[src/rtl/pdm_cic_decimator.sv]
// rtl/pdm_cic_decimator.sv - multi-channel PDM to PCM CIC decimator (ORDER integrators, ORDER combs)
// All channels share one frame counter; pcm_clk is the counter MSB so pcm updates on its falling edge.
module pdm_cic_decimator #(
  parameter int CHANNELS   = 2,
  parameter int DECIMATION = 64,
  parameter int ORDER      = 3,
  parameter int OUT_WIDTH  = 16
) (
  input  logic                            pdm_clk,
  input  logic                            reset_n,
  input  logic                            enable,
  input  logic [CHANNELS-1:0]             pdm,
  output logic [CHANNELS*OUT_WIDTH-1:0]   pcm,
  output logic                            pcm_valid,
  output logic                            pcm_clk
);

  localparam int CNT_W  = $clog2(DECIMATION);
  localparam int ACC_W  = ORDER * CNT_W + 2;
  localparam int SHIFT  = ACC_W - OUT_WIDTH;
  localparam int WARM_W = $clog2(ORDER + 1);

  localparam logic [CNT_W-1:0]  LAST      = CNT_W'(DECIMATION - 1);
  localparam logic [WARM_W-1:0] WARM_DONE = WARM_W'(ORDER);
  localparam logic [ACC_W-1:0]  ONE       = ACC_W'(1);
  localparam logic [ACC_W-1:0]  NEG_ONE   = '1;

  logic [CNT_W-1:0]  cnt;
  logic [WARM_W-1:0] warm;

  logic [CHANNELS-1:0][ORDER-1:0][ACC_W-1:0] integ;
  logic [CHANNELS-1:0][ORDER-1:0][ACC_W-1:0] integ_nxt;
  logic [CHANNELS-1:0][ORDER-1:0][ACC_W-1:0] dly;
  // stage[c][0] is the newest last-integrator value, stage[c][ORDER] the comb output
  logic [CHANNELS-1:0][ORDER:0][ACC_W-1:0]   stage;
  logic [CHANNELS*OUT_WIDTH-1:0]             pcm_nxt;

  always_comb begin
    integ_nxt = '0;
    stage     = '0;
    pcm_nxt   = '0;
    for (int c = 0; c < CHANNELS; c++) begin
      integ_nxt[c][0] = integ[c][0] + (pdm[c] ? ONE : NEG_ONE);
      for (int k = 1; k < ORDER; k++) begin
        integ_nxt[c][k] = integ[c][k] + integ_nxt[c][k-1];
      end
      stage[c][0] = integ_nxt[c][ORDER-1];
      for (int k = 0; k < ORDER; k++) begin
        stage[c][k+1] = stage[c][k] - dly[c][k];
      end
      pcm_nxt[c*OUT_WIDTH +: OUT_WIDTH] = OUT_WIDTH'($signed(stage[c][ORDER]) >>> SHIFT);
    end
  end

  always_ff @(posedge pdm_clk or negedge reset_n) begin
    if (!reset_n) begin
      cnt       <= '0;
      warm      <= '0;
      integ     <= '0;
      dly       <= '0;
      pcm       <= '0;
      pcm_valid <= 1'b0;
    end else if (!enable) begin
      // flush: a partial frame is dropped and warm-up restarts on the next enable
      cnt       <= '0;
      warm      <= '0;
      integ     <= '0;
      dly       <= '0;
      pcm_valid <= 1'b0;
    end else begin
      integ     <= integ_nxt;
      cnt       <= cnt + CNT_W'(1);
      pcm_valid <= 1'b0;
      if (cnt == LAST) begin
        for (int c = 0; c < CHANNELS; c++) begin
          dly[c] <= stage[c][ORDER-1:0];
        end
        if (warm == WARM_DONE) begin
          pcm       <= pcm_nxt;
          pcm_valid <= 1'b1;
        end else begin
          warm <= warm + WARM_W'(1);
        end
      end
    end
  end

  assign pcm_clk = cnt[CNT_W-1] & enable;

endmodule

[config.mk]
export PLATFORM = sky130hd
export DESIGN_NAME = pdm_cic_decimator
export DESIGN_NICKNAME = d
export VERILOG_FILES = /design/src/rtl/pdm_cic_decimator.sv
export SDC_FILE = /design/constraint.sdc
export NUM_CORES = 1
export LEC_CHECK = 0
export CAP_MARGIN = 20
export CORE_MARGIN = 2
export CORE_UTILIZATION = 35
export CTS_CLUSTER_DIAMETER = 150
export CTS_CLUSTER_SIZE = 25
export DETAILED_ROUTE_END_ITERATION = 16
export GPL_TIMING_DRIVEN = 0
export PLACE_DENSITY = 0.52
export SLEW_MARGIN = 20
export SYNTH_ARGS = -nofsm -noshare
export SYNTH_HDL_FRONTEND = slang
export SYNTH_SLANG_ARGS = --single-unit
[constraint.sdc]
create_clock -name pdm_clk -period 10.5 [get_ports pdm_clk]
set_input_delay 1.05 -clock pdm_clk [delete_from_list [all_inputs] [get_ports pdm_clk]]
set_output_delay 1.05 -clock pdm_clk [all_outputs]
set_load 0.1 [all_outputs]
==> results.sh <==
export IMPL_synth_seq_area_share_pct=34.8
export IMPL_insertedDiodeCount=0
export IMPL_clock_sinks=281
export IMPL_arrival_ns=10.09
export IMPL_htree_levels=1
export IMPL_drt_vias_per_instance=5.02
export IMPL_hold_class="flip-flop to flip-flop"
export IMPL_gp_congestion=0.813
export IMPL_max_cap_viol_count=0
export IMPL_synthFlopType="dfrtp_1"
export IMPL_setup_viol=0
export IMPL_overflow=0
export IMPL_route_detailed_drc=0
export IMPL_port_buffers=37
export IMPL_cts_buffers=15
export IMPL_slowest_delay_ns=0.65
export IMPL_ctsRootBufferMaster="clkbuf_16"
export IMPL_critPathMaxFanout=7
export IMPL_worst_slack_ns=0.862
export IMPL_path_class="input port to flip-flop"
export IMPL_multi_input_area_um2=12200
export IMPL_yosysWarnings=0
export IMPL_hpwlAfterDp_um=36800
export IMPL_worst_setup_path_start_kind="input port"
export IMPL_grt_max_degree=89
export IMPL_critical_path_slowest_cell="clkdlybuf4s50_1"
export IMPL_synth_most_common_cell="nand2_1"
export IMPL_fmax_mhz=104
export IMPL_synth_seq_cells=281
export IMPL_row_count=88
export IMPL_ys_types=85
export IMPL_ys_top_cells_by_area="dfrtp_1 (35%), ha_1 (14%), nand2_1 (5.6%)"
export IMPL_synth_area_um2=20200
export IMPL_vias=15900
export IMPL_synth_area_per_cell_um2=8.66
export IMPL_synth_nets=2579
export IMPL_cts_tree="done"
export IMPL_ant_nets=0
export IMPL_grt_pass1_wl_um=80800
export IMPL_end_kind="flip-flop"
export IMPL_period_needed_ns=9.64
export IMPL_fillCellCount=5709
export IMPL_wl_per_cell_um=15.2
export IMPL_die_w_um=244
export IMPL_tightest_slew_ns=1.00
export IMPL_worstPathRequired_ns=10.95
export IMPL_clock_path_buffers=3
export IMPL_critPathBufInv=3
export IMPL_slew_headroom_pct=32.9
export IMPL_clock_latency_ns=0.54
export IMPL_first_pass_iters=5
export IMPL_synth_area_leader_cell="dfrtp_1"
export IMPL_synthArstFlopShare_pct=100
export IMPL_fin_skew_ns=0.0280
export IMPL_nets=2645
export IMPL_fin_crit_sh_pct=91.8
export IMPL_fp_coreArea_um2=57400
export IMPL_area_delta_synth_final_pct=9.52
export IMPL_yosysTopAreaCellShare_pct=34.8
export IMPL_drive_above_1_share_pct=3.04
export IMPL_hold_viol=0
export IMPL_drtIter0Drc=707
export IMPL_r2r_slack_ns=1.67
export IMPL_grt_usage_pct=16.3
export IMPL_grt_pass1_vias=15900
export IMPL_die_h_um=244
export IMPL_place_ws_ns=-0.123
export IMPL_wl_um=48100
export IMPL_dieArea_um2=59600
export IMPL_crit_family="compound AO/OA/AOI/OAI gates"
export IMPL_synth_edf_count=0
export IMPL_synth_cells=2332
export IMPL_grt_antenna_before_repair=0
export IMPL_initial_core_util_pct=35.2
export IMPL_maxSlewViolCount=0
export IMPL_io_pins=39
export IMPL_clk_pin_slew_worst_paths_ns=0.11
export IMPL_yosys_top_cells_count="nand2_1 (301), dfrtp_1 (281), ha_1 (232), a21oi_1 (203), inv_1 (198)"
export IMPL_cpMostUsedCell="ha_1"
export IMPL_layout_area_seq_um2=7030
export IMPL_outcome="finished, final reports clean"
final timing paths:
kind,start,end,cells after the start
max in group asynchronous,reset_n,integ[0]$_DFF_PN0_,4
max reg2reg,integ[60]$_DFF_PN0_,pcm[31]$_DFFE_PN0P_,41
min reg2reg,cnt[0]$_DFF_PN0_,cnt[0]$_DFF_PN0_,1
max,pdm[0],pcm[15]$_DFFE_PN0P_,41
min in group asynchronous,reset_n,dly[85]$_DFFE_PN0P_,1
min,cnt[0]$_DFF_PN0_,cnt[0]$_DFF_PN0_,1
final cells by class:
type | count | area share (%)
plain buffers | 62 | 1.05
multi-input cells | 1790 | 55.2
clock inverters | 2 | 0.130
well taps | 765 | 4.33
inverters | 199 | 3.41
clock buffers | 15 | 1.70
repair buffers | 49 | 2.39
flip-flops and latches | 281 | 31.8
cell families after synthesis:
| logic type | after synthesis | synth area share [%] |
|---|---|---|
| AO/OA/AOI/OAI | 598 | 18.8 |
| AND/OR/NAND/NOR | 761 | 17.6 |
| flip-flops | 281 | 34.8 |
| multiplexers | 7 | 0.378 |
| buffers and inverters | 261 | 4.85 |
| XOR/XNOR | 182 | 8.25 |
| adder cells (fa/ha/maj) | 242 | 15.4 |
registers in the layout, summed over array words and instances, names as in the netlist:
name       count
dly          120
pcm_valid      1
integ        120
cnt            6
warm           2
pcm           32
cells in the final DEF, fill, tap and decap left out, types with 31 or more instances in the layout:
cell type / Yosys / layout
a21oi_1: 203 / 203
o21ai_0: 113 / 112
dfrtp_1: 281 / 281
nor3_1: 40 / 40
nand2_1: 301 / 301
ha_1: 232 / 232
a21o_1: 53 / 53
clkdlybuf4s50_1: 0 / 35
xor2_1: 61 / 61
nor2b_1: 31 / 31
clkbuf_1: 61 / 61
nor2_1: 174 / 174
inv_1: 198 / 196
and2_1: 102 / 102
o21a_1: 31 / 31
xnor2_1: 114 / 112
worst reg2reg max path, delay by kind of cell, from the launching register on:
family	cells	cell delay [ns]
AOI/OAI and AO/OA	16	2.70
adders and majority gates	6	1.89
and+or+nand+nor	10	2.11
buffers and inverters	1	0.10
DFF	1	0.42
muxes	1	0.27
xor gates and xnor gates	7	1.28
per-stage QoR:
step	instances	setup TNS, ns	instance area [um^2]	hold slack, ns	utilization [%]
after floorplan	2332	0	20200	0.425	-
after global placement	3134	-1308.61	21500	0.443	37.5
after detailed placement	3137	-0.201	21600	0.441	37.7
after CTS	3154	0	22000	0.455	38.4
after global routing	3163	-0.0332	22100	0.489	38.6
final	3163	0	22100	0.454	38.6
repair_timing:
item                       in CTS  in global routing
setup buffers                   0                  9
resized for setup               0                  8
setup endpoints to repair       0                  5
hold buffers                    0                  0
layer usage:
layer | GRT usage, % | vias to the layer above | wire (um)
li1 | - | 8098 | -
met1 | 22.4 | 7557 | 23700
met2 | 27.1 | 178 | 21600
met3 | 2.06 | 55 | 1690
met4 | 4.29 | 0 | 1160
met5 | 0 | - | 0
Power is left out: the tool's default activity adds up to more than one toggle a clock period on the data nets, which glitch-free logic cannot reach.
